==> src/rtl/mem_arbiter_if.sv <==
// Two-requester memory arbiter bus: requester ports, shared read data,
// single-port memory side and status.
interface mem_arbiter_if #(
  parameter int AW = 32,
  parameter int DW = 32
);
  // requester side
  logic          req0, req1;
  logic          we0, we1;
  logic          lock0, lock1;
  logic [AW-1:0] addr0, addr1;
  logic [DW-1:0] wdata0, wdata1;
  logic          gnt0, gnt1;
  logic          rvalid0, rvalid1;
  logic [DW-1:0] rdata;
  // memory side
  logic          mem_en, mem_we;
  logic [AW-1:0] mem_addr;
  logic [DW-1:0] mem_wdata;
  logic [DW-1:0] mem_rdata;
  // status
  logic          busy, owner;

  // arbiter view
  modport slave (
    input  req0, req1, we0, we1, lock0, lock1,
    input  addr0, addr1, wdata0, wdata1, mem_rdata,
    output gnt0, gnt1, rvalid0, rvalid1, rdata,
    output mem_en, mem_we, mem_addr, mem_wdata, busy, owner
  );

  // requesters plus memory model view
  modport master (
    output req0, req1, we0, we1, lock0, lock1,
    output addr0, addr1, wdata0, wdata1, mem_rdata,
    input  gnt0, gnt1, rvalid0, rvalid1, rdata,
    input  mem_en, mem_we, mem_addr, mem_wdata, busy, owner
  );
endinterface

==> src/rtl/mem_arbiter.sv <==
// Two-port memory arbiter. Ownership alternates on ties, a locked owner
// may keep the memory for up to BURST_MAX back-to-back beats, and read
// data returns one cycle after the grant.
module mem_arbiter #(
  parameter int AW        = 32,
  parameter int DW        = 32,
  parameter int BURST_MAX = 4
) (
  input logic          clk,
  input logic          reset,
  mem_arbiter_if.slave bus
);

  localparam int CW = $clog2(BURST_MAX) + 1;
  localparam logic [CW-1:0] LAST_BEAT = CW'(BURST_MAX - 1);

  typedef enum logic [1:0] {IDLE, OWN0, OWN1} state_t;

  state_t        state;
  logic [CW-1:0] beat_cnt;
  logic          last_owner;

  logic own_req, own_lock, oth_req, rel;

  // Current owner's view of the request lines and the release decision.
  // While owning, gnt equals req, so a missing req is the only way a
  // cycle passes without a beat.
  always_comb begin
    own_req  = 1'b0;
    own_lock = 1'b0;
    oth_req  = 1'b0;
    case (state)
      OWN0: begin own_req = bus.req0; own_lock = bus.lock0; oth_req = bus.req1; end
      OWN1: begin own_req = bus.req1; own_lock = bus.lock1; oth_req = bus.req0; end
      default: ;
    endcase
    rel = !own_req || !own_lock || (beat_cnt == LAST_BEAT);
  end

  // Grant and memory-side mux, all decoded from the state register.
  always_comb begin
    bus.gnt0      = (state == OWN0) && bus.req0;
    bus.gnt1      = (state == OWN1) && bus.req1;
    bus.mem_en    = bus.gnt0 || bus.gnt1;
    bus.mem_we    = 1'b0;
    bus.mem_addr  = '0;
    bus.mem_wdata = '0;
    case (state)
      OWN0: begin bus.mem_we = bus.we0; bus.mem_addr = bus.addr0; bus.mem_wdata = bus.wdata0; end
      OWN1: begin bus.mem_we = bus.we1; bus.mem_addr = bus.addr1; bus.mem_wdata = bus.wdata1; end
      default: ;
    endcase
    bus.busy  = (state != IDLE);
    bus.owner = (state == OWN1);
    bus.rdata = bus.mem_rdata;
  end

  // Ownership FSM: tie-break against the last owner, burst counting, and
  // hand-over straight to the next owner without an idle cycle.
  always_ff @(posedge clk or negedge reset) begin
    if (!reset) begin
      state      <= IDLE;
      beat_cnt   <= '0;
      last_owner <= 1'b1;  // port 0 wins the first tie
    end else begin
      case (state)
        IDLE: begin
          beat_cnt <= '0;
          if (bus.req0 && bus.req1) state <= last_owner ? OWN0 : OWN1;
          else if (bus.req0)        state <= OWN0;
          else if (bus.req1)        state <= OWN1;
        end
        OWN0, OWN1: begin
          if (rel) begin
            beat_cnt   <= '0;
            last_owner <= (state == OWN1);
            if (oth_req)      state <= (state == OWN0) ? OWN1 : OWN0;
            else if (own_req) state <= state;  // re-entry, fresh burst
            else              state <= IDLE;
          end else begin
            beat_cnt <= beat_cnt + 1'b1;
          end
        end
        default: state <= IDLE;
      endcase
    end
  end

  // Read data valid one cycle after a read grant; reset drops it.
  always_ff @(posedge clk or negedge reset) begin
    if (!reset) begin
      bus.rvalid0 <= 1'b0;
      bus.rvalid1 <= 1'b0;
    end else begin
      bus.rvalid0 <= bus.gnt0 && !bus.we0;
      bus.rvalid1 <= bus.gnt1 && !bus.we1;
    end
  end

endmodule

==> src/flat_wrapper.sv <==
// flat-port wrapper written by rule: the top's interface ports become plain ports
module mem_arbiter_flat 
#(
  parameter int AW        = 32,
  parameter int DW        = 32,
  parameter int BURST_MAX = 4
)
  (clk, reset, bus_req0, bus_req1, bus_we0, bus_we1, bus_lock0, bus_lock1, bus_addr0, bus_addr1, bus_wdata0, bus_wdata1, bus_mem_rdata, bus_gnt0, bus_gnt1, bus_rvalid0, bus_rvalid1, bus_rdata, bus_mem_en, bus_mem_we, bus_mem_addr, bus_mem_wdata, bus_busy, bus_owner);
  mem_arbiter_if #(.AW(AW), .DW(DW)) bus_i ();
  input logic clk;
  input logic reset;
  input wire logic [$bits(bus_i.req0)-1:0] bus_req0;
  input wire logic [$bits(bus_i.req1)-1:0] bus_req1;
  input wire logic [$bits(bus_i.we0)-1:0] bus_we0;
  input wire logic [$bits(bus_i.we1)-1:0] bus_we1;
  input wire logic [$bits(bus_i.lock0)-1:0] bus_lock0;
  input wire logic [$bits(bus_i.lock1)-1:0] bus_lock1;
  input wire logic [$bits(bus_i.addr0)-1:0] bus_addr0;
  input wire logic [$bits(bus_i.addr1)-1:0] bus_addr1;
  input wire logic [$bits(bus_i.wdata0)-1:0] bus_wdata0;
  input wire logic [$bits(bus_i.wdata1)-1:0] bus_wdata1;
  input wire logic [$bits(bus_i.mem_rdata)-1:0] bus_mem_rdata;
  output wire logic [$bits(bus_i.gnt0)-1:0] bus_gnt0;
  output wire logic [$bits(bus_i.gnt1)-1:0] bus_gnt1;
  output wire logic [$bits(bus_i.rvalid0)-1:0] bus_rvalid0;
  output wire logic [$bits(bus_i.rvalid1)-1:0] bus_rvalid1;
  output wire logic [$bits(bus_i.rdata)-1:0] bus_rdata;
  output wire logic [$bits(bus_i.mem_en)-1:0] bus_mem_en;
  output wire logic [$bits(bus_i.mem_we)-1:0] bus_mem_we;
  output wire logic [$bits(bus_i.mem_addr)-1:0] bus_mem_addr;
  output wire logic [$bits(bus_i.mem_wdata)-1:0] bus_mem_wdata;
  output wire logic [$bits(bus_i.busy)-1:0] bus_busy;
  output wire logic [$bits(bus_i.owner)-1:0] bus_owner;
  assign bus_i.req0 = bus_req0;
  assign bus_i.req1 = bus_req1;
  assign bus_i.we0 = bus_we0;
  assign bus_i.we1 = bus_we1;
  assign bus_i.lock0 = bus_lock0;
  assign bus_i.lock1 = bus_lock1;
  assign bus_i.addr0 = bus_addr0;
  assign bus_i.addr1 = bus_addr1;
  assign bus_i.wdata0 = bus_wdata0;
  assign bus_i.wdata1 = bus_wdata1;
  assign bus_i.mem_rdata = bus_mem_rdata;
  assign bus_gnt0 = bus_i.gnt0;
  assign bus_gnt1 = bus_i.gnt1;
  assign bus_rvalid0 = bus_i.rvalid0;
  assign bus_rvalid1 = bus_i.rvalid1;
  assign bus_rdata = bus_i.rdata;
  assign bus_mem_en = bus_i.mem_en;
  assign bus_mem_we = bus_i.mem_we;
  assign bus_mem_addr = bus_i.mem_addr;
  assign bus_mem_wdata = bus_i.mem_wdata;
  assign bus_busy = bus_i.busy;
  assign bus_owner = bus_i.owner;
  mem_arbiter #(.AW(AW), .DW(DW), .BURST_MAX(BURST_MAX)) u_core (.clk(clk), .reset(reset), .bus(bus_i));
endmodule
==> config.mk <==
export PLATFORM = sky130hd
export DESIGN_NAME = mem_arbiter_flat
export DESIGN_NICKNAME = d
export VERILOG_FILES = /design/src/rtl/mem_arbiter_if.sv /design/src/rtl/mem_arbiter.sv /design/src/flat_wrapper.sv
export SDC_FILE = /design/constraint.sdc
export NUM_CORES = 1
export LEC_CHECK = 0
export BUFFER_PORTS_ARGS = -buffer_cell sky130_fd_sc_hd__buf_2
export CORE_AREA = 2 2 107 109
export DETAILED_ROUTE_END_ITERATION = 12
export DIE_AREA = 0 0 109 111
export GPL_TIMING_DRIVEN = 0
export SYNTH_ARGS = -nofsm -noshare
export SYNTH_HDL_FRONTEND = slang
export SYNTH_SLANG_ARGS = --single-unit
export TNS_END_PERCENT = 5
==> constraint.sdc <==
create_clock -name clk -period 1.9 [get_ports clk]
set_input_delay 0.19 -clock clk [delete_from_list [all_inputs] [get_ports clk]]
set_output_delay 0.19 -clock clk [all_outputs]
set_load 0.02 [all_outputs]
# After elaboration in Yosys (flattened, before gate mapping)
# Index checks and enable logic that the tools add are counted.
# totals
romBits	0
mem_count	0
latchBits	0
reg_bits	8
mem_bits_rw	0
elab_cells	47
# classes
n_mux	17
n_mul	0
order_cmp	0
n_reduce_logical	18
div	0
bitwise	0
add_sub_neg	1
n_shift	0
eq_ne	6
# op_table
op	count
case mux 32 bit (2 select lines)	2
two-way mux 2 bit	8
case mux 1 bit (2 select lines)	4
case mux 3 bit (2 select lines)	1
logical AND 1 bit	5
zero test 1 bit	4
!= test 4 x 3 -> 1 bit (second input constant)	1
case mux 2 bit (2 select lines)	1
nonzero test 2 bit	2
adder 3 x 1 -> 3 bit (second input constant)	1
== test 3 x 2 -> 1 bit (second input constant)	1
logical OR 1 bit	3
two-way mux 3 bit	1
!= test 3 bit (second input constant)	1
AND reduction 3 bit	1
== test 2 x 1 -> 1 bit (second input constant)	1
== test 2 bit (second input constant)	1
zero test 2 bit	1
!= test 2 x 1 -> 1 bit (second input constant)	1
AND reduction 2 bit	1
OR reduction 2 bit	1

# Longest topological paths before layout
# Gate-level depths: netlist (run 1).
# logic_depth
depth_word	7
ltp_mapped	7
ltp_nobuf	6

# Worst setup path after synthesis (run 1)
# No wires, ideal clock.
# synth_path
path_type	reg-to-output
startpoint	register u_core.state[0]
endpoint	output port bus_mem_wdata[10]
path_stages_with_launch	8
slack_ps	5
arrival_ps	1705
t_required_ps	1710
n_path_buf	3
cell_sequence	dfrtp_1 > inv_1 > ha_1 > buf_6 > buf_2 > buf_2 > a22oi_1 > nor2b_1
# synth_via
elab_chain_cells	2
word_cells_on_any_way	3
# synth_lines
item	line	rtl
start, declared	mem_arbiter.sv:19	state_t state;
start signal, assigned	mem_arbiter.sv:69	if (bus.req0 && bus.req1) state <= last_owner ? OWN0 : OWN1;
start signal, assigned	mem_arbiter.sv:77	if (oth_req) state <= (state == OWN0) ? OWN1 : OWN0;
start signal, assigned	mem_arbiter.sv:78	else if (own_req) state <= state;
== test 2 bit	n/a	
via bus_owner	flat_wrapper.sv:33	output wire logic [$bits(bus_i.owner)-1:0] bus_owner;
case mux 32 bit (2 select lines)	mem_arbiter.sv:48	case (state)
end, declared	flat_wrapper.sv:31	output wire logic [$bits(bus_i.mem_wdata)-1:0] bus_mem_wdata;
# The timed path passes the listed nets, and every way through them passes these cells.

# Worst setup path in the final report (run 1)
# layout_path
startpoint	register u_core.state[0]
endpoint	register u_core.state[1]
# layout_via
elab_chain_cells	7
word_cells_on_any_way	19
# layout_lines
item	line	rtl
== test 2 bit / == test 2 x 1 -> 1 bit (equally long branches)	mem_arbiter.sv:32, mem_arbiter.sv:66, mem_arbiter.sv:77	
case mux 1 bit (2 select lines)	mem_arbiter.sv:32	case (state)
zero test 1 bit	mem_arbiter.sv:37	rel = !own_req || !own_lock || (beat_cnt == LAST_BEAT);
logical OR 1 bit (2 in series)	mem_arbiter.sv:37	
!= test 2 x 1 -> 1 bit (no line)	n/a	
AND reduction 3 bit (no line)	n/a	
# Parallel ways exist; a longest one is shown, timed or not. The select of a mux whose other input is x is not followed.
# A chain may end at the register's enable or synchronous reset.

==> summary.json, run 1 <==
{
  "outcome": {"value": "finished with violations"},
  "violations": {"value": "setup timing"},
  "final.setup.tns": {"value": -0.0192, "unit": "ns"},
  "power.static_leakage": {"value": 2.07, "unit": "nW"},
  "numCtsBuffers": {"value": 3},
  "achievable-frequency": {"value": 523, "unit": "MHz"},
  "drt_wl_total": {"value": 10200, "unit": "um"},
  "wire_length_of_the_first_global_routing_pass": {"value": 13000, "unit": "um"},
  "max_slew.worst_pin.slew": {"value": 0.322, "unit": "ns"},
  "area_of_the_placeable_core": {"value": 11100, "unit": "sq um"},
  "synth_cell_types": {"value": 30},
  "first_global_vias": {"value": 2646},
  "period_share": {"value": 101, "unit": "%"},
  "antenna_found_initial": {"value": 0},
  "mappedNetlistNets": {"value": 410},
  "finClkSkew": {"value": 0.00373, "unit": "ns"},
  "layout.nets": {"value": 673},
  "synth_warnings": {"value": 0},
  "post-route-worst-setup-slack": {"value": -0.0108, "unit": "ns"},
  "setup.worst_path.start": {"value": "u_core.state[0]$_DFFE_PN0P_"},
  "globalplace.congestion": {"value": 0.748},
  "maxCapViolCount": {"value": 0},
  "total_power_density_per_cell_area": {"value": 1430, "unit": "nW/um^2"},
  "worstHoldPathType": {"value": "primary input to register"},
  "syn_area": {"value": 1780, "unit": "sq um"},
  "critical_path_class": {"value": "register to register"},
  "r2r_start": {"value": "u_core.state[0]$_DFFE_PN0P_"},
  "slew_viol_final": {"value": 0},
  "clock_edge_transition_at_the_registers_on_the_reported_setup_and_hold_paths": {"value": 0.04, "unit": "ns"},
  "h-tree-depth": {"value": 1},
  "largest_net_degree_at_the_start_of_global_routing": {"value": 11},
  "wl_per_instance": {"value": 16.0, "unit": "um"},
  "crit_fanout": {"value": 7},
  "cp_data_arrival_time": {"value": 2.02, "unit": "ns"},
  "cts_root_buf": {"value": "clkbuf_16"},
  "initial_core_util": {"value": 16.0, "unit": "%"},
  "synth-seq-area-share": {"value": 11.3, "unit": "%"},
  "slew-limit-headroom": {"value": 78.5, "unit": "%"},
  "floorplan.rows": {"value": 39},
  "clkSinkCount": {"value": 8},
  "drtIter0Drc": {"value": 120},
  "hpwl": {"value": 7410, "unit": "um"},
  "setup_viol": {"value": 2},
  "setup.worst_path.end_class": {"value": "register"},
  "dieArea": {"value": 12100, "unit": "sq um"},
  "final_period_minus_worst_setup_slack": {"value": 1.91, "unit": "ns"},
  "clock_tree.buffer_depth": {"value": 2},
  "drt.antenna.violating_nets": {"value": 0},
  "synth.ff_latch_count": {"value": 8},
  "report.final.hold_viol_count": {"value": 0},
  "numPortBuffers": {"value": 239},
  "final_cell_mix": {"value": "buf_2, buf_4, nor2b_1, a22oi_2, a22oi_1"},
  "drt-pass1-iter-count": {"value": 4},
  "clk-insertion-delay-late": {"value": 0.23, "unit": "ns"},
  "cts_tree": {"value": "built"},
  "global_route.overflow_total": {"value": 0},
  "irDropWorstVdd": {"value": 579, "unit": "uV"},
  "timing.hold.ws": {"value": 0.131, "unit": "ns"},
  "dr_drc_count": {"value": 0},
  "grt_util_all_layers": {"value": 13.7, "unit": "%"},
  "worstSetupStartpointType": {"value": "register"},
  "syn_to_final_growth": {"value": 138, "unit": "%"},
  "critPathRequiredTime": {"value": 2.01, "unit": "ns"},
  "min-delay-start": {"value": "bus_we0"},
  "routed-via-count": {"value": 2836},
  "i_o_pin_total": {"value": 272},
  "final_common_cell": {"value": "buf_2"},
  "route.detailed.vias_per_inst": {"value": 4.42},
  "post-place-ws": {"value": -0.443, "unit": "ns"},
  "die_h": {"value": 111, "unit": "um"},
  "avgSynthCellArea": {"value": 7.52, "unit": "sq um"},
  "grt_setup_unrepaired": {"value": "true"},
  "post_synth_inst_count": {"value": 236},
  "layout-drive-gt1-share": {"value": 77.3, "unit": "%"},
  "die_w": {"value": 109, "unit": "um"},
  "n_antenna_cell": {"value": 0}
}
## critical path: stages, from the launching register on
cell and delay (ns):
dfrtp_1 0.42, inv_2 0.13, ha_4 0.22, buf_4 0.17, nor4bb_1 0.31, o21ai_1 0.12, o211ai_2 0.10, mux2_4 0.32
## state kept, by name, indices dropped and copies added (netlist names)
| signal | cells |
|---|---|
| u_core.last_owner | 1 |
| u_core.state | 2 |
| u_core.bus.rvalid0 | 1 |
| u_core.beat_cnt | 3 |
| u_core.bus.rvalid1 | 1 |
## where the power goes
group | total [mW] | internal (mW) | switching [mW]
Combinational | 5.41 | 2.82 | 2.58
Sequential | 0.255 | 0.217 | 0.0376
Clock | 0.364 | 0.280 | 0.0840
Total | 6.03 | 3.32 | 2.70
## what timing repair did
item | 4_1_cts | 5_1_grt
gates resized for setup | 102 | 117
pin swaps | 3 | 8
endpoints found under the hold margin | 7 | 0
buffers inserted | 11 | 2
hold buffers | 1 | 0
setup endpoints to repair | 66 | 67
gates cloned | 1 | 6
## Yosys cell counts, drive strengths merged
cell,n,area (sq um)
nor3,1,5.00
clkbuf,12,45.0
buf,44,303
nand4b,1,15.0
a31oi,1,6.26
nand3,1,5.00
nand2,4,15.0
a22oi,65,488
o31ai,1,7.51
nor3b,1,7.51
a2bb2oi,1,8.76
ha,6,75.1
inv,4,15.0
o21ai,3,15.0
a22o,2,26.3
o211ai,1,12.5
nor4bb,2,20.0
nand2b,3,18.8
a21o,1,7.51
dfrtp,7,175
mux2,3,33.8
nor2b,68,425
dfstp,1,26.3
and2,3,18.8
## cell type report
type                    count  area [sq um]
flip-flops and latches      8           203
multi-input cells         168          1540
plain buffers              54           531
inverters                   4          15.0
repair buffers            260          1680
well taps                 143           179
fillers                  1090          6850
clock buffers               4          78.8
## worst paths after layout
check | slack, ns | to | depth (start not counted)
setup / recovery | -0.01 | u_core.state[1]$_DFFE_PN0P_ | 7
setup reg to reg | -0.01 | u_core.state[1]$_DFFE_PN0P_ | 7
min in group asynchronous | 0.32 | u_core.bus.rvalid1$_DFF_PN0_ | 2
max in group asynchronous | 1.34 | u_core.last_owner$_DFFE_PN1P_ | 2
hold reg to reg | 0.48 | u_core.beat_cnt[2]$_DFFE_PN0P_ | 2
hold / removal | 0.13 | u_core.bus.rvalid0$_DFF_PN0_ | 2
## through the flow
step | total power [mW] | cell area (sq um) | instances | util [%]
global route | 6.38 | 4230 | 641 | 38.1
floorplan | 2.62 | 1780 | 236 | -
detailed placement | 3.77 | 3150 | 618 | 28.4
global placement | 3.71 | 3150 | 618 | 28.4
finish | 6.03 | 4230 | 641 | 38.1
CTS | 5.08 | 3690 | 635 | 33.3
## metal layers
metal  part of all wire (%)  up-vias  track usage (%)
met2                     54      169             27.3
met3                    7.1        9            0.882
met4                    1.1        0             2.82
met1                     38     1315             15.5
met5                      0        -                0
li1                       -     1343                -
## kinds of logic after synthesis
family | share of synthesized area, %
multiplexers | 1.90
AO/OA/AOI/OAI | 32.2
AND/OR/NAND/NOR | 29.9
adder cells (fa/ha/maj) | 4.23
flip-flops | 11.3
buffers and inverters | 20.4
Note: power is estimated with default switching activity, not from simulation.
==> run 2, diff against run 1 <==
--- a/config.mk
+++ b/config.mk
@@ -10,6 +10,7 @@
 export DETAILED_ROUTE_END_ITERATION = 12
 export DIE_AREA = 0 0 109 111
 export GPL_TIMING_DRIVEN = 0
+export RECOVER_POWER = 100
 export SYNTH_ARGS = -nofsm -noshare
 export SYNTH_HDL_FRONTEND = slang
 export SYNTH_SLANG_ARGS = --single-unit
==> run 2 against run 1 <==
Net effect:
- the flow still finishes with violations (setup timing)
- design area fell by 1.4%
- count of clock-buffer cells in the layout did not move
- non-clock buffer count is the same
- routed wire length barely moved
- hold slack hardly changed
- combinational power decreased by 1%
- sequential share of layout area is 0.068 points higher
- critical path type unchanged
- highest routed layer unchanged
==> summary.json, run 2 (synthesis results as in run 1) <==
{
  "outcome": {"value": "finished with violations"},
  "violations": {"value": "setup timing"},
  "largest_registers_ranked_by_flip_flop_count": {"value": "u_core.beat_cnt x3, u_core.state x2"},
  "final.setup.tns": {"value": -0.0209, "unit": "ns", "change": "-0.00169 ns"},
  "drt-pass1-iter-count": {"value": 4, "change": "unchanged"},
  "clock_tree.buffer_depth": {"value": 2, "change": "unchanged"},
  "n_fill_cell": {"value": 1112, "change": "+2.0%"},
  "largest_net_degree_at_the_start_of_global_routing": {"value": 11, "change": "unchanged"},
  "finClkSkew": {"value": 0.00349, "unit": "ns", "change": "-0.000240 ns"},
  "min_to": {"value": "u_core.bus.rvalid0$_DFF_PN0_"},
  "syn_to_final_growth": {"value": 135, "unit": "%"},
  "reg_to_reg_slack_setup": {"value": -0.01, "unit": "ns", "change": "about the same"},
  "total_power_density_per_cell_area": {"value": 1430, "unit": "nW/um^2", "change": "+0.39%"},
  "cts_tree": {"value": "built"},
  "numCtsBuffers": {"value": 3, "change": "unchanged"},
  "clk-insertion-delay-late": {"value": 0.23, "unit": "ns", "change": "about the same"},
  "dieArea": {"value": 12100, "unit": "sq um", "change": "unchanged"},
  "die_h": {"value": 111, "unit": "um", "change": "unchanged"},
  "period_share": {"value": 101, "unit": "%", "change": "about the same"},
  "first_global_vias": {"value": 2646, "change": "unchanged"},
  "cp_data_arrival_time": {"value": 2.02, "unit": "ns", "change": "about the same"},
  "setup.worst_path.start": {"value": "u_core.state[0]$_DFFE_PN0P_"},
  "critPathRequiredTime": {"value": 2.01, "unit": "ns", "change": "about the same"},
  "worstSetupStartpointType": {"value": "register"},
  "hpwl": {"value": 7410, "unit": "um", "change": "unchanged"},
  "slew-limit-headroom": {"value": 71.6, "unit": "%", "change": "-6.9 points"},
  "setup_viol": {"value": 3, "change": "+1"},
  "drt.antenna.violating_nets": {"value": 0, "change": "unchanged"},
  "floorplan.rows": {"value": 39, "change": "unchanged"},
  "crit_path_max_delay_family": {"value": "flip-flops"},
  "slowest_stage": {"value": "dfrtp_1"},
  "slew_viol_final": {"value": 0, "change": "unchanged"},
  "globalplace.congestion": {"value": 0.748, "change": "unchanged"},
  "wl_per_instance": {"value": 16.0, "unit": "um", "change": "about the same"},
  "clock_edge_transition_at_the_registers_on_the_reported_setup_and_hold_paths": {"value": 0.04, "unit": "ns", "change": "about the same"},
  "i_o_pin_total": {"value": 272, "change": "unchanged"},
  "r2r-end": {"value": "u_core.state[1]$_DFFE_PN0P_"},
  "wire_length_of_the_first_global_routing_pass": {"value": 13000, "unit": "um", "change": "unchanged"},
  "global_route.overflow_total": {"value": 0, "change": "unchanged"},
  "min-delay-start": {"value": "bus_we0"},
  "max_stage_delay": {"value": 0.42, "unit": "ns", "change": "about the same"},
  "setup.worst_path.end_class": {"value": "register"},
  "final_period_minus_worst_setup_slack": {"value": 1.91, "unit": "ns", "change": "+0.000777 ns"},
  "die_w": {"value": 109, "unit": "um", "change": "unchanged"},
  "drtIter0Drc": {"value": 140, "change": "+17%"},
  "post-place-ws": {"value": -0.443, "unit": "ns", "change": "unchanged"},
  "crit_fanout": {"value": 7, "change": "unchanged"},
  "final_cell_mix": {"value": "buf_2, buf_4, nor2b_1, clkbuf_1, a22oi_2"},
  "area_of_the_placeable_core": {"value": 11100, "unit": "sq um", "change": "unchanged"},
  "achievable-frequency": {"value": 523, "unit": "MHz", "change": "about the same"},
  "final_common_cell": {"value": "buf_2"},
  "n_antenna_cell": {"value": 0, "change": "unchanged"},
  "initial_core_util": {"value": 16.0, "unit": "%", "change": "unchanged"},
  "post-route-worst-setup-slack": {"value": -0.0115, "unit": "ns", "change": "-0.000777 ns"},
  "number_of_flip_flops_under_the_largest_register_name": {"value": 3, "change": "unchanged"},
  "antenna_found_initial": {"value": 0, "change": "unchanged"},
  "drt_wl_total": {"value": 10200, "unit": "um", "change": "about the same"},
  "layout.nets": {"value": 673, "change": "unchanged"},
  "worstPathCellList": {"value": "inv_2, ha_4, buf_4, nor4bb_1, o21ai_1, o211ai_2, mux2_4"},
  "timing.reg2reg.worst_path_depth": {"value": 7, "change": "unchanged"},
  "grt_setup_unrepaired": {"value": "true"},
  "critical_path_class": {"value": "register to register"},
  "layout-drive-gt1-share": {"value": 69.7, "unit": "%", "change": "-7.6 points"},
  "maxCapViolCount": {"value": 0, "change": "unchanged"},
  "r2r_start": {"value": "u_core.state[0]$_DFFE_PN0P_"},
  "dr_drc_count": {"value": 0, "change": "unchanged"},
  "max_flop_register": {"value": "u_core.beat_cnt"},
  "irDropWorstVdd": {"value": 577, "unit": "uV", "change": "-0.48%"},
  "clkSinkCount": {"value": 8, "change": "unchanged"},
  "route.detailed.vias_per_inst": {"value": 4.43, "change": "+0.11%"},
  "worstHoldPathType": {"value": "primary input to register"},
  "max_slew.worst_pin.slew": {"value": 0.426, "unit": "ns", "change": "+0.104 ns"},
  "cts_root_buf": {"value": "clkbuf_16"},
  "grt_util_all_layers": {"value": 13.7, "unit": "%", "change": "unchanged"},
  "min_delay_path_depth": {"value": 2, "change": "unchanged"},
  "crit_buf_inv": {"value": 2, "change": "unchanged"},
  "report.final.hold_viol_count": {"value": 0, "change": "unchanged"},
  "power.static_leakage": {"value": 1.95, "unit": "nW", "change": "-5.7%"},
  "h-tree-depth": {"value": 1, "change": "unchanged"},
  "routed-via-count": {"value": 2839, "change": "+0.11%"},
  "numPortBuffers": {"value": 239, "change": "unchanged"}
}
## run 2: stage by stage
step	cell area (sq um)	cells	util (%)	total power, mW	hold WS (ns)
3_3_place_gp	3150	618	28.4	3.71	0.0316
5_1_grt	4170	641	37.6	6.32	0.143
3_5_place_dp	3150	618	28.4	3.77	0.0402
6_report	4170	641	37.6	5.96	0.132
4_1_cts	3690	635	33.3	5.08	0.134
2_1_floorplan	1780	236	-	2.62	-0.106
## run 2: per-layer routing
metal  GRT usage (%)  part of all wire, %
met5               0                    0
met2            27.3                   54
met1            15.5                   38
met3           0.882                  7.4
met4            2.82                  1.1
## run 2: worst register-to-register path: stages, from the launching register on
cell      delay [ns]
dfrtp_1         0.42
inv_2           0.13
ha_4            0.22
buf_4           0.17
nor4bb_1        0.31
o21ai_1         0.12
o211ai_2        0.10
mux2_4          0.32
## run 2: area by class of cell
class                   instances  area [sq um]  area share [%]
plain buffers                  54           519            12.5
inverters                       4          15.0           0.360
well taps                     143           179            4.29
flip-flops and latches          8           203            4.86
repair buffers                260          1630            39.2
multi-input cells             168          1540            36.9
clock buffers                   4          78.8            1.89
## run 2: worst max-delay path by stage
stage | endpoint | slack [ns] | cells past startpoint
finish | u_core.state[1]$_DFFE_PN0P_ | -0.01 | 7
global route | u_core.state[1]$_DFFE_PN0P_ | -0.11 | 7
CTS | bus_mem_wdata[28] | -0.03 | 8
detailed placement | bus_mem_addr[28] | -0.44 | 6
global placement | bus_mem_addr[28] | -0.40 | 6
floorplan | bus_mem_wdata[10] | 0.005 | 7
## run 2: power by group
group / leakage [nW] / switching (mW) / total [mW] / internal, mW
Combinational: 1.81 / 2.58 / 5.35 / 2.77
Clock: 0.0382 / 0.0835 / 0.363 / 0.280
Sequential: 0.104 / 0.0375 / 0.255 / 0.217
Total: 1.95 / 2.70 / 5.96 / 3.26
## run 2: what timing repair did
action                                  CTS  global route
hold endpoints to repair                  7             0
setup buffers                            11             2
gates cloned                              1             6
gates resized for setup                 102           117
endpoints found under the setup margin   66            67
hold buffers                              1             0
pin swaps                                 3             8
==> run 3, diff against run 2 <==
--- a/config.mk
+++ b/config.mk
@@ -10,6 +10,7 @@
 export DETAILED_ROUTE_END_ITERATION = 12
 export DIE_AREA = 0 0 109 111
 export GPL_TIMING_DRIVEN = 0
+export PLACE_DENSITY_LB_ADDON = 0.1
 export RECOVER_POWER = 100
 export SYNTH_ARGS = -nofsm -noshare
 export SYNTH_HDL_FRONTEND = slang
==> run 3 against run 2 <==
Net effect:
- the run still ends with setup timing left
- maximum frequency down 0.80%
- global-route usage about the same
- count of clock-buffer cells in the layout unchanged
- sequential power about the same
- clock skew up 0.00063 ns
- sequential share of layout area up 0.53 points
- cell count down 0.78%
- utilization down 3.7 points
- non-clock buffer count down 5
- first-iteration DRC count down 27%
- largest power group unchanged
- highest routed layer unchanged
==> summary.json, run 3 (synthesis results as in run 1) <==
{
  "wire_length_of_the_first_global_routing_pass": {"value": 13100, "unit": "um", "change": "+0.42%"},
  "cp_data_arrival_time": {"value": 1.74, "unit": "ns", "change": "-0.28 ns"},
  "clock_edge_transition_at_the_registers_on_the_reported_setup_and_hold_paths": {"value": 0.04, "unit": "ns", "change": "about the same"},
  "worstSetupStartpointType": {"value": "register"},
  "clk-insertion-delay-late": {"value": 0.23, "unit": "ns", "change": "about the same"},
  "timing.reg2reg.worst_path_depth": {"value": 7, "change": "unchanged"},
  "number_of_flip_flops_under_the_largest_register_name": {"value": 3, "change": "unchanged"},
  "irDropWorstVdd": {"value": 403, "unit": "uV", "change": "-30%"},
  "layout-drive-gt1-share": {"value": 60.6, "unit": "%", "change": "-9.0 points"},
  "layout.nets": {"value": 668, "change": "-0.74%"},
  "i_o_pin_total": {"value": 272, "change": "unchanged"},
  "wl_per_instance": {"value": 14.9, "unit": "um", "change": "-6.9%"},
  "n_antenna_cell": {"value": 0, "change": "unchanged"},
  "drt_wl_total": {"value": 9470, "unit": "um", "change": "-7.6%"},
  "max_slew.worst_pin.slew": {"value": 0.492, "unit": "ns", "change": "+0.0664 ns"},
  "grt_setup_unrepaired": {"value": "true"},
  "grt_util_all_layers": {"value": 13.8, "unit": "%", "change": "+0.046 points"},
  "worstHoldPathType": {"value": "primary input to register"},
  "final_cell_mix": {"value": "buf_2, buf_4, nor2b_1, a22oi_1, clkbuf_1"},
  "crit_fanout": {"value": 10, "change": "+3"},
  "numCtsBuffers": {"value": 3, "change": "unchanged"},
  "cts_tree": {"value": "built"},
  "hpwl": {"value": 7510, "unit": "um", "change": "+1.4%"},
  "layout.cell_area.non_filler": {"value": 3760, "unit": "sq um", "change": "-9.8%"},
  "post-route-worst-setup-slack": {"value": -0.0269, "unit": "ns", "change": "-0.0153 ns"},
  "power.static_leakage": {"value": 1.85, "unit": "nW", "change": "-4.9%"},
  "r2r-end": {"value": "u_core.state[1]$_DFFE_PN0P_"},
  "drt-pass1-iter-count": {"value": 4, "change": "unchanged"},
  "violations": {"value": "setup timing"},
  "largest_net_degree_at_the_start_of_global_routing": {"value": 11, "change": "unchanged"},
  "multi_input_area": {"value": 1320, "unit": "sq um", "change": "-14%"},
  "worstSetupEndpoint": {"value": "bus_mem_addr[13]"},
  "setup.worst_path.start": {"value": "u_core.state[0]$_DFFE_PN0P_"},
  "area_of_the_placeable_core": {"value": 11100, "unit": "sq um", "change": "unchanged"},
  "routed-via-count": {"value": 2706, "change": "-4.7%"},
  "dr_drc_count": {"value": 0, "change": "unchanged"},
  "total_power_density_per_cell_area": {"value": 1370, "unit": "nW/um^2", "change": "-4.5%"},
  "n_fill_cell": {"value": 1232, "change": "+11%"},
  "finClkSkew": {"value": 0.00412, "unit": "ns", "change": "+0.000630 ns"},
  "antenna_found_initial": {"value": 0, "change": "unchanged"},
  "setup_viol": {"value": 6, "change": "+3"},
  "placed_area": {"value": 3150, "unit": "sq um", "change": "unchanged"},
  "maxCapViolCount": {"value": 0, "change": "unchanged"},
  "cts_root_buf": {"value": "clkbuf_16"},
  "globalplace.congestion": {"value": 0.780, "change": "+4.3%"},
  "slew_viol_final": {"value": 0, "change": "unchanged"},
  "h-tree-depth": {"value": 1, "change": "unchanged"},
  "dieArea": {"value": 12100, "unit": "sq um", "change": "unchanged"},
  "drtIter0Drc": {"value": 102, "change": "-27%"},
  "numPortBuffers": {"value": 239, "change": "unchanged"},
  "final_common_cell": {"value": "buf_2"},
  "largest_registers_ranked_by_flip_flop_count": {"value": "u_core.beat_cnt x3, u_core.state x2"},
  "first_global_vias": {"value": 2494, "change": "-5.7%"},
  "final_period_minus_worst_setup_slack": {"value": 1.93, "unit": "ns", "change": "+0.0153 ns"},
  "initial_core_util": {"value": 16.0, "unit": "%", "change": "unchanged"},
  "min-delay-start": {"value": "bus_we1"},
  "reg_to_reg_slack_setup": {"value": 0.01, "unit": "ns", "change": "+0.02 ns"},
  "floorplan.rows": {"value": 39, "change": "unchanged"},
  "die_w": {"value": 109, "unit": "um", "change": "unchanged"},
  "postLayoutCoreUtil": {"value": 33.9, "unit": "%", "change": "-3.7 points"},
  "syn_to_final_growth": {"value": 112, "unit": "%"},
  "drt.antenna.violating_nets": {"value": 0, "change": "unchanged"},
  "report.final.hold_viol_count": {"value": 0, "change": "unchanged"},
  "slew-limit-headroom": {"value": 67.2, "unit": "%", "change": "-4.4 points"},
  "clock_tree.buffer_depth": {"value": 2, "change": "unchanged"},
  "die_h": {"value": 111, "unit": "um", "change": "unchanged"},
  "r2r_start": {"value": "u_core.state[0]$_DFFE_PN0P_"},
  "outcome": {"value": "finished with violations"},
  "max_flop_register": {"value": "u_core.beat_cnt"},
  "critPathRequiredTime": {"value": 1.71, "unit": "ns", "change": "-0.30 ns"},
  "post-place-ws": {"value": -0.383, "unit": "ns", "change": "+0.0596 ns"},
  "setup.worst_path.end_class": {"value": "output port"},
  "achievable-frequency": {"value": 519, "unit": "MHz", "change": "-0.80%"},
  "route.detailed.vias_per_inst": {"value": 4.25, "change": "-3.9%"},
  "critical_path_class": {"value": "register to output port"},
  "period_share": {"value": 101, "unit": "%", "change": "+0.81 points"},
  "clkSinkCount": {"value": 8, "change": "unchanged"},
  "area.sequential": {"value": 203, "unit": "sq um", "change": "unchanged"},
  "global_route.overflow_total": {"value": 0, "change": "unchanged"}
}
[run 3: layout make-up]
class / instances / share of cell area (%)
multi-input cells: 168 / 35.2
flip-flops and latches: 8 / 5.39
clock buffers: 4 / 2.10
repair buffers: 254 / 39.3
plain buffers: 55 / 12.9
inverters: 4 / 0.400
well taps: 143 / 4.76
[run 3: what timing repair did]
action                                  4_1_cts  5_1_grt
hold buffers                                  1        0
resized for setup                            69       65
pin swaps                                     3        4
endpoints found under the setup margin       67       67
buffers inserted                              8        2
gates cloned                                  1        3
endpoints found under the hold margin         7        0
[run 3: worst min path at each step]
stage,slack (ns),to,depth (start not counted)
final,0.13,u_core.bus.rvalid1$_DFF_PN0_,2
after global routing,0.14,u_core.bus.rvalid0$_DFF_PN0_,2
after CTS,0.12,u_core.bus.rvalid1$_DFF_PN0_,2
after detailed placement,0.05,u_core.bus.rvalid0$_DFF_PN0_,1
after global placement,0.05,u_core.bus.rvalid0$_DFF_PN0_,1
after floorplan,-0.11,u_core.beat_cnt[0]$_DFFE_PN0P_,0
[run 3: critical path: stages (launching register included)]
cell and delay (ns):
dfrtp_1 0.42, inv_2 0.09, ha_4 0.33, clkbuf_16 0.16
clkbuf_4 0.17, nor2b_2 0.16, buf_4 0.15
[run 3: per-layer routing]
metal	vias up	share of wire [%]	global-route usage, %
met5	-	0	0
met1	1196	37	15.3
met4	0	0.67	2.05
met3	6	9.6	2.12
met2	171	52	27.2
li1	1333	-	-
[run 3: where the power goes]
group	switching [mW]	internal [mW]
registers	0.0372	0.217
logic	2.27	2.25
clock network	0.0903	0.280
total	2.39	2.74
[run 3: per-stage QoR]
stage / hold slack [ns] / cells / power (mW) / TNS, ns
floorplan: -0.106 / 236 / 2.62 / 0
global placement: 0.0517 / 618 / 3.80 / -16.66
detailed placement: 0.0546 / 618 / 3.79 / -16.46
CTS: 0.123 / 632 / 4.80 / -0.0416
global route: 0.141 / 636 / 5.50 / -3.53
finish: 0.133 / 636 / 5.14 / -0.0731
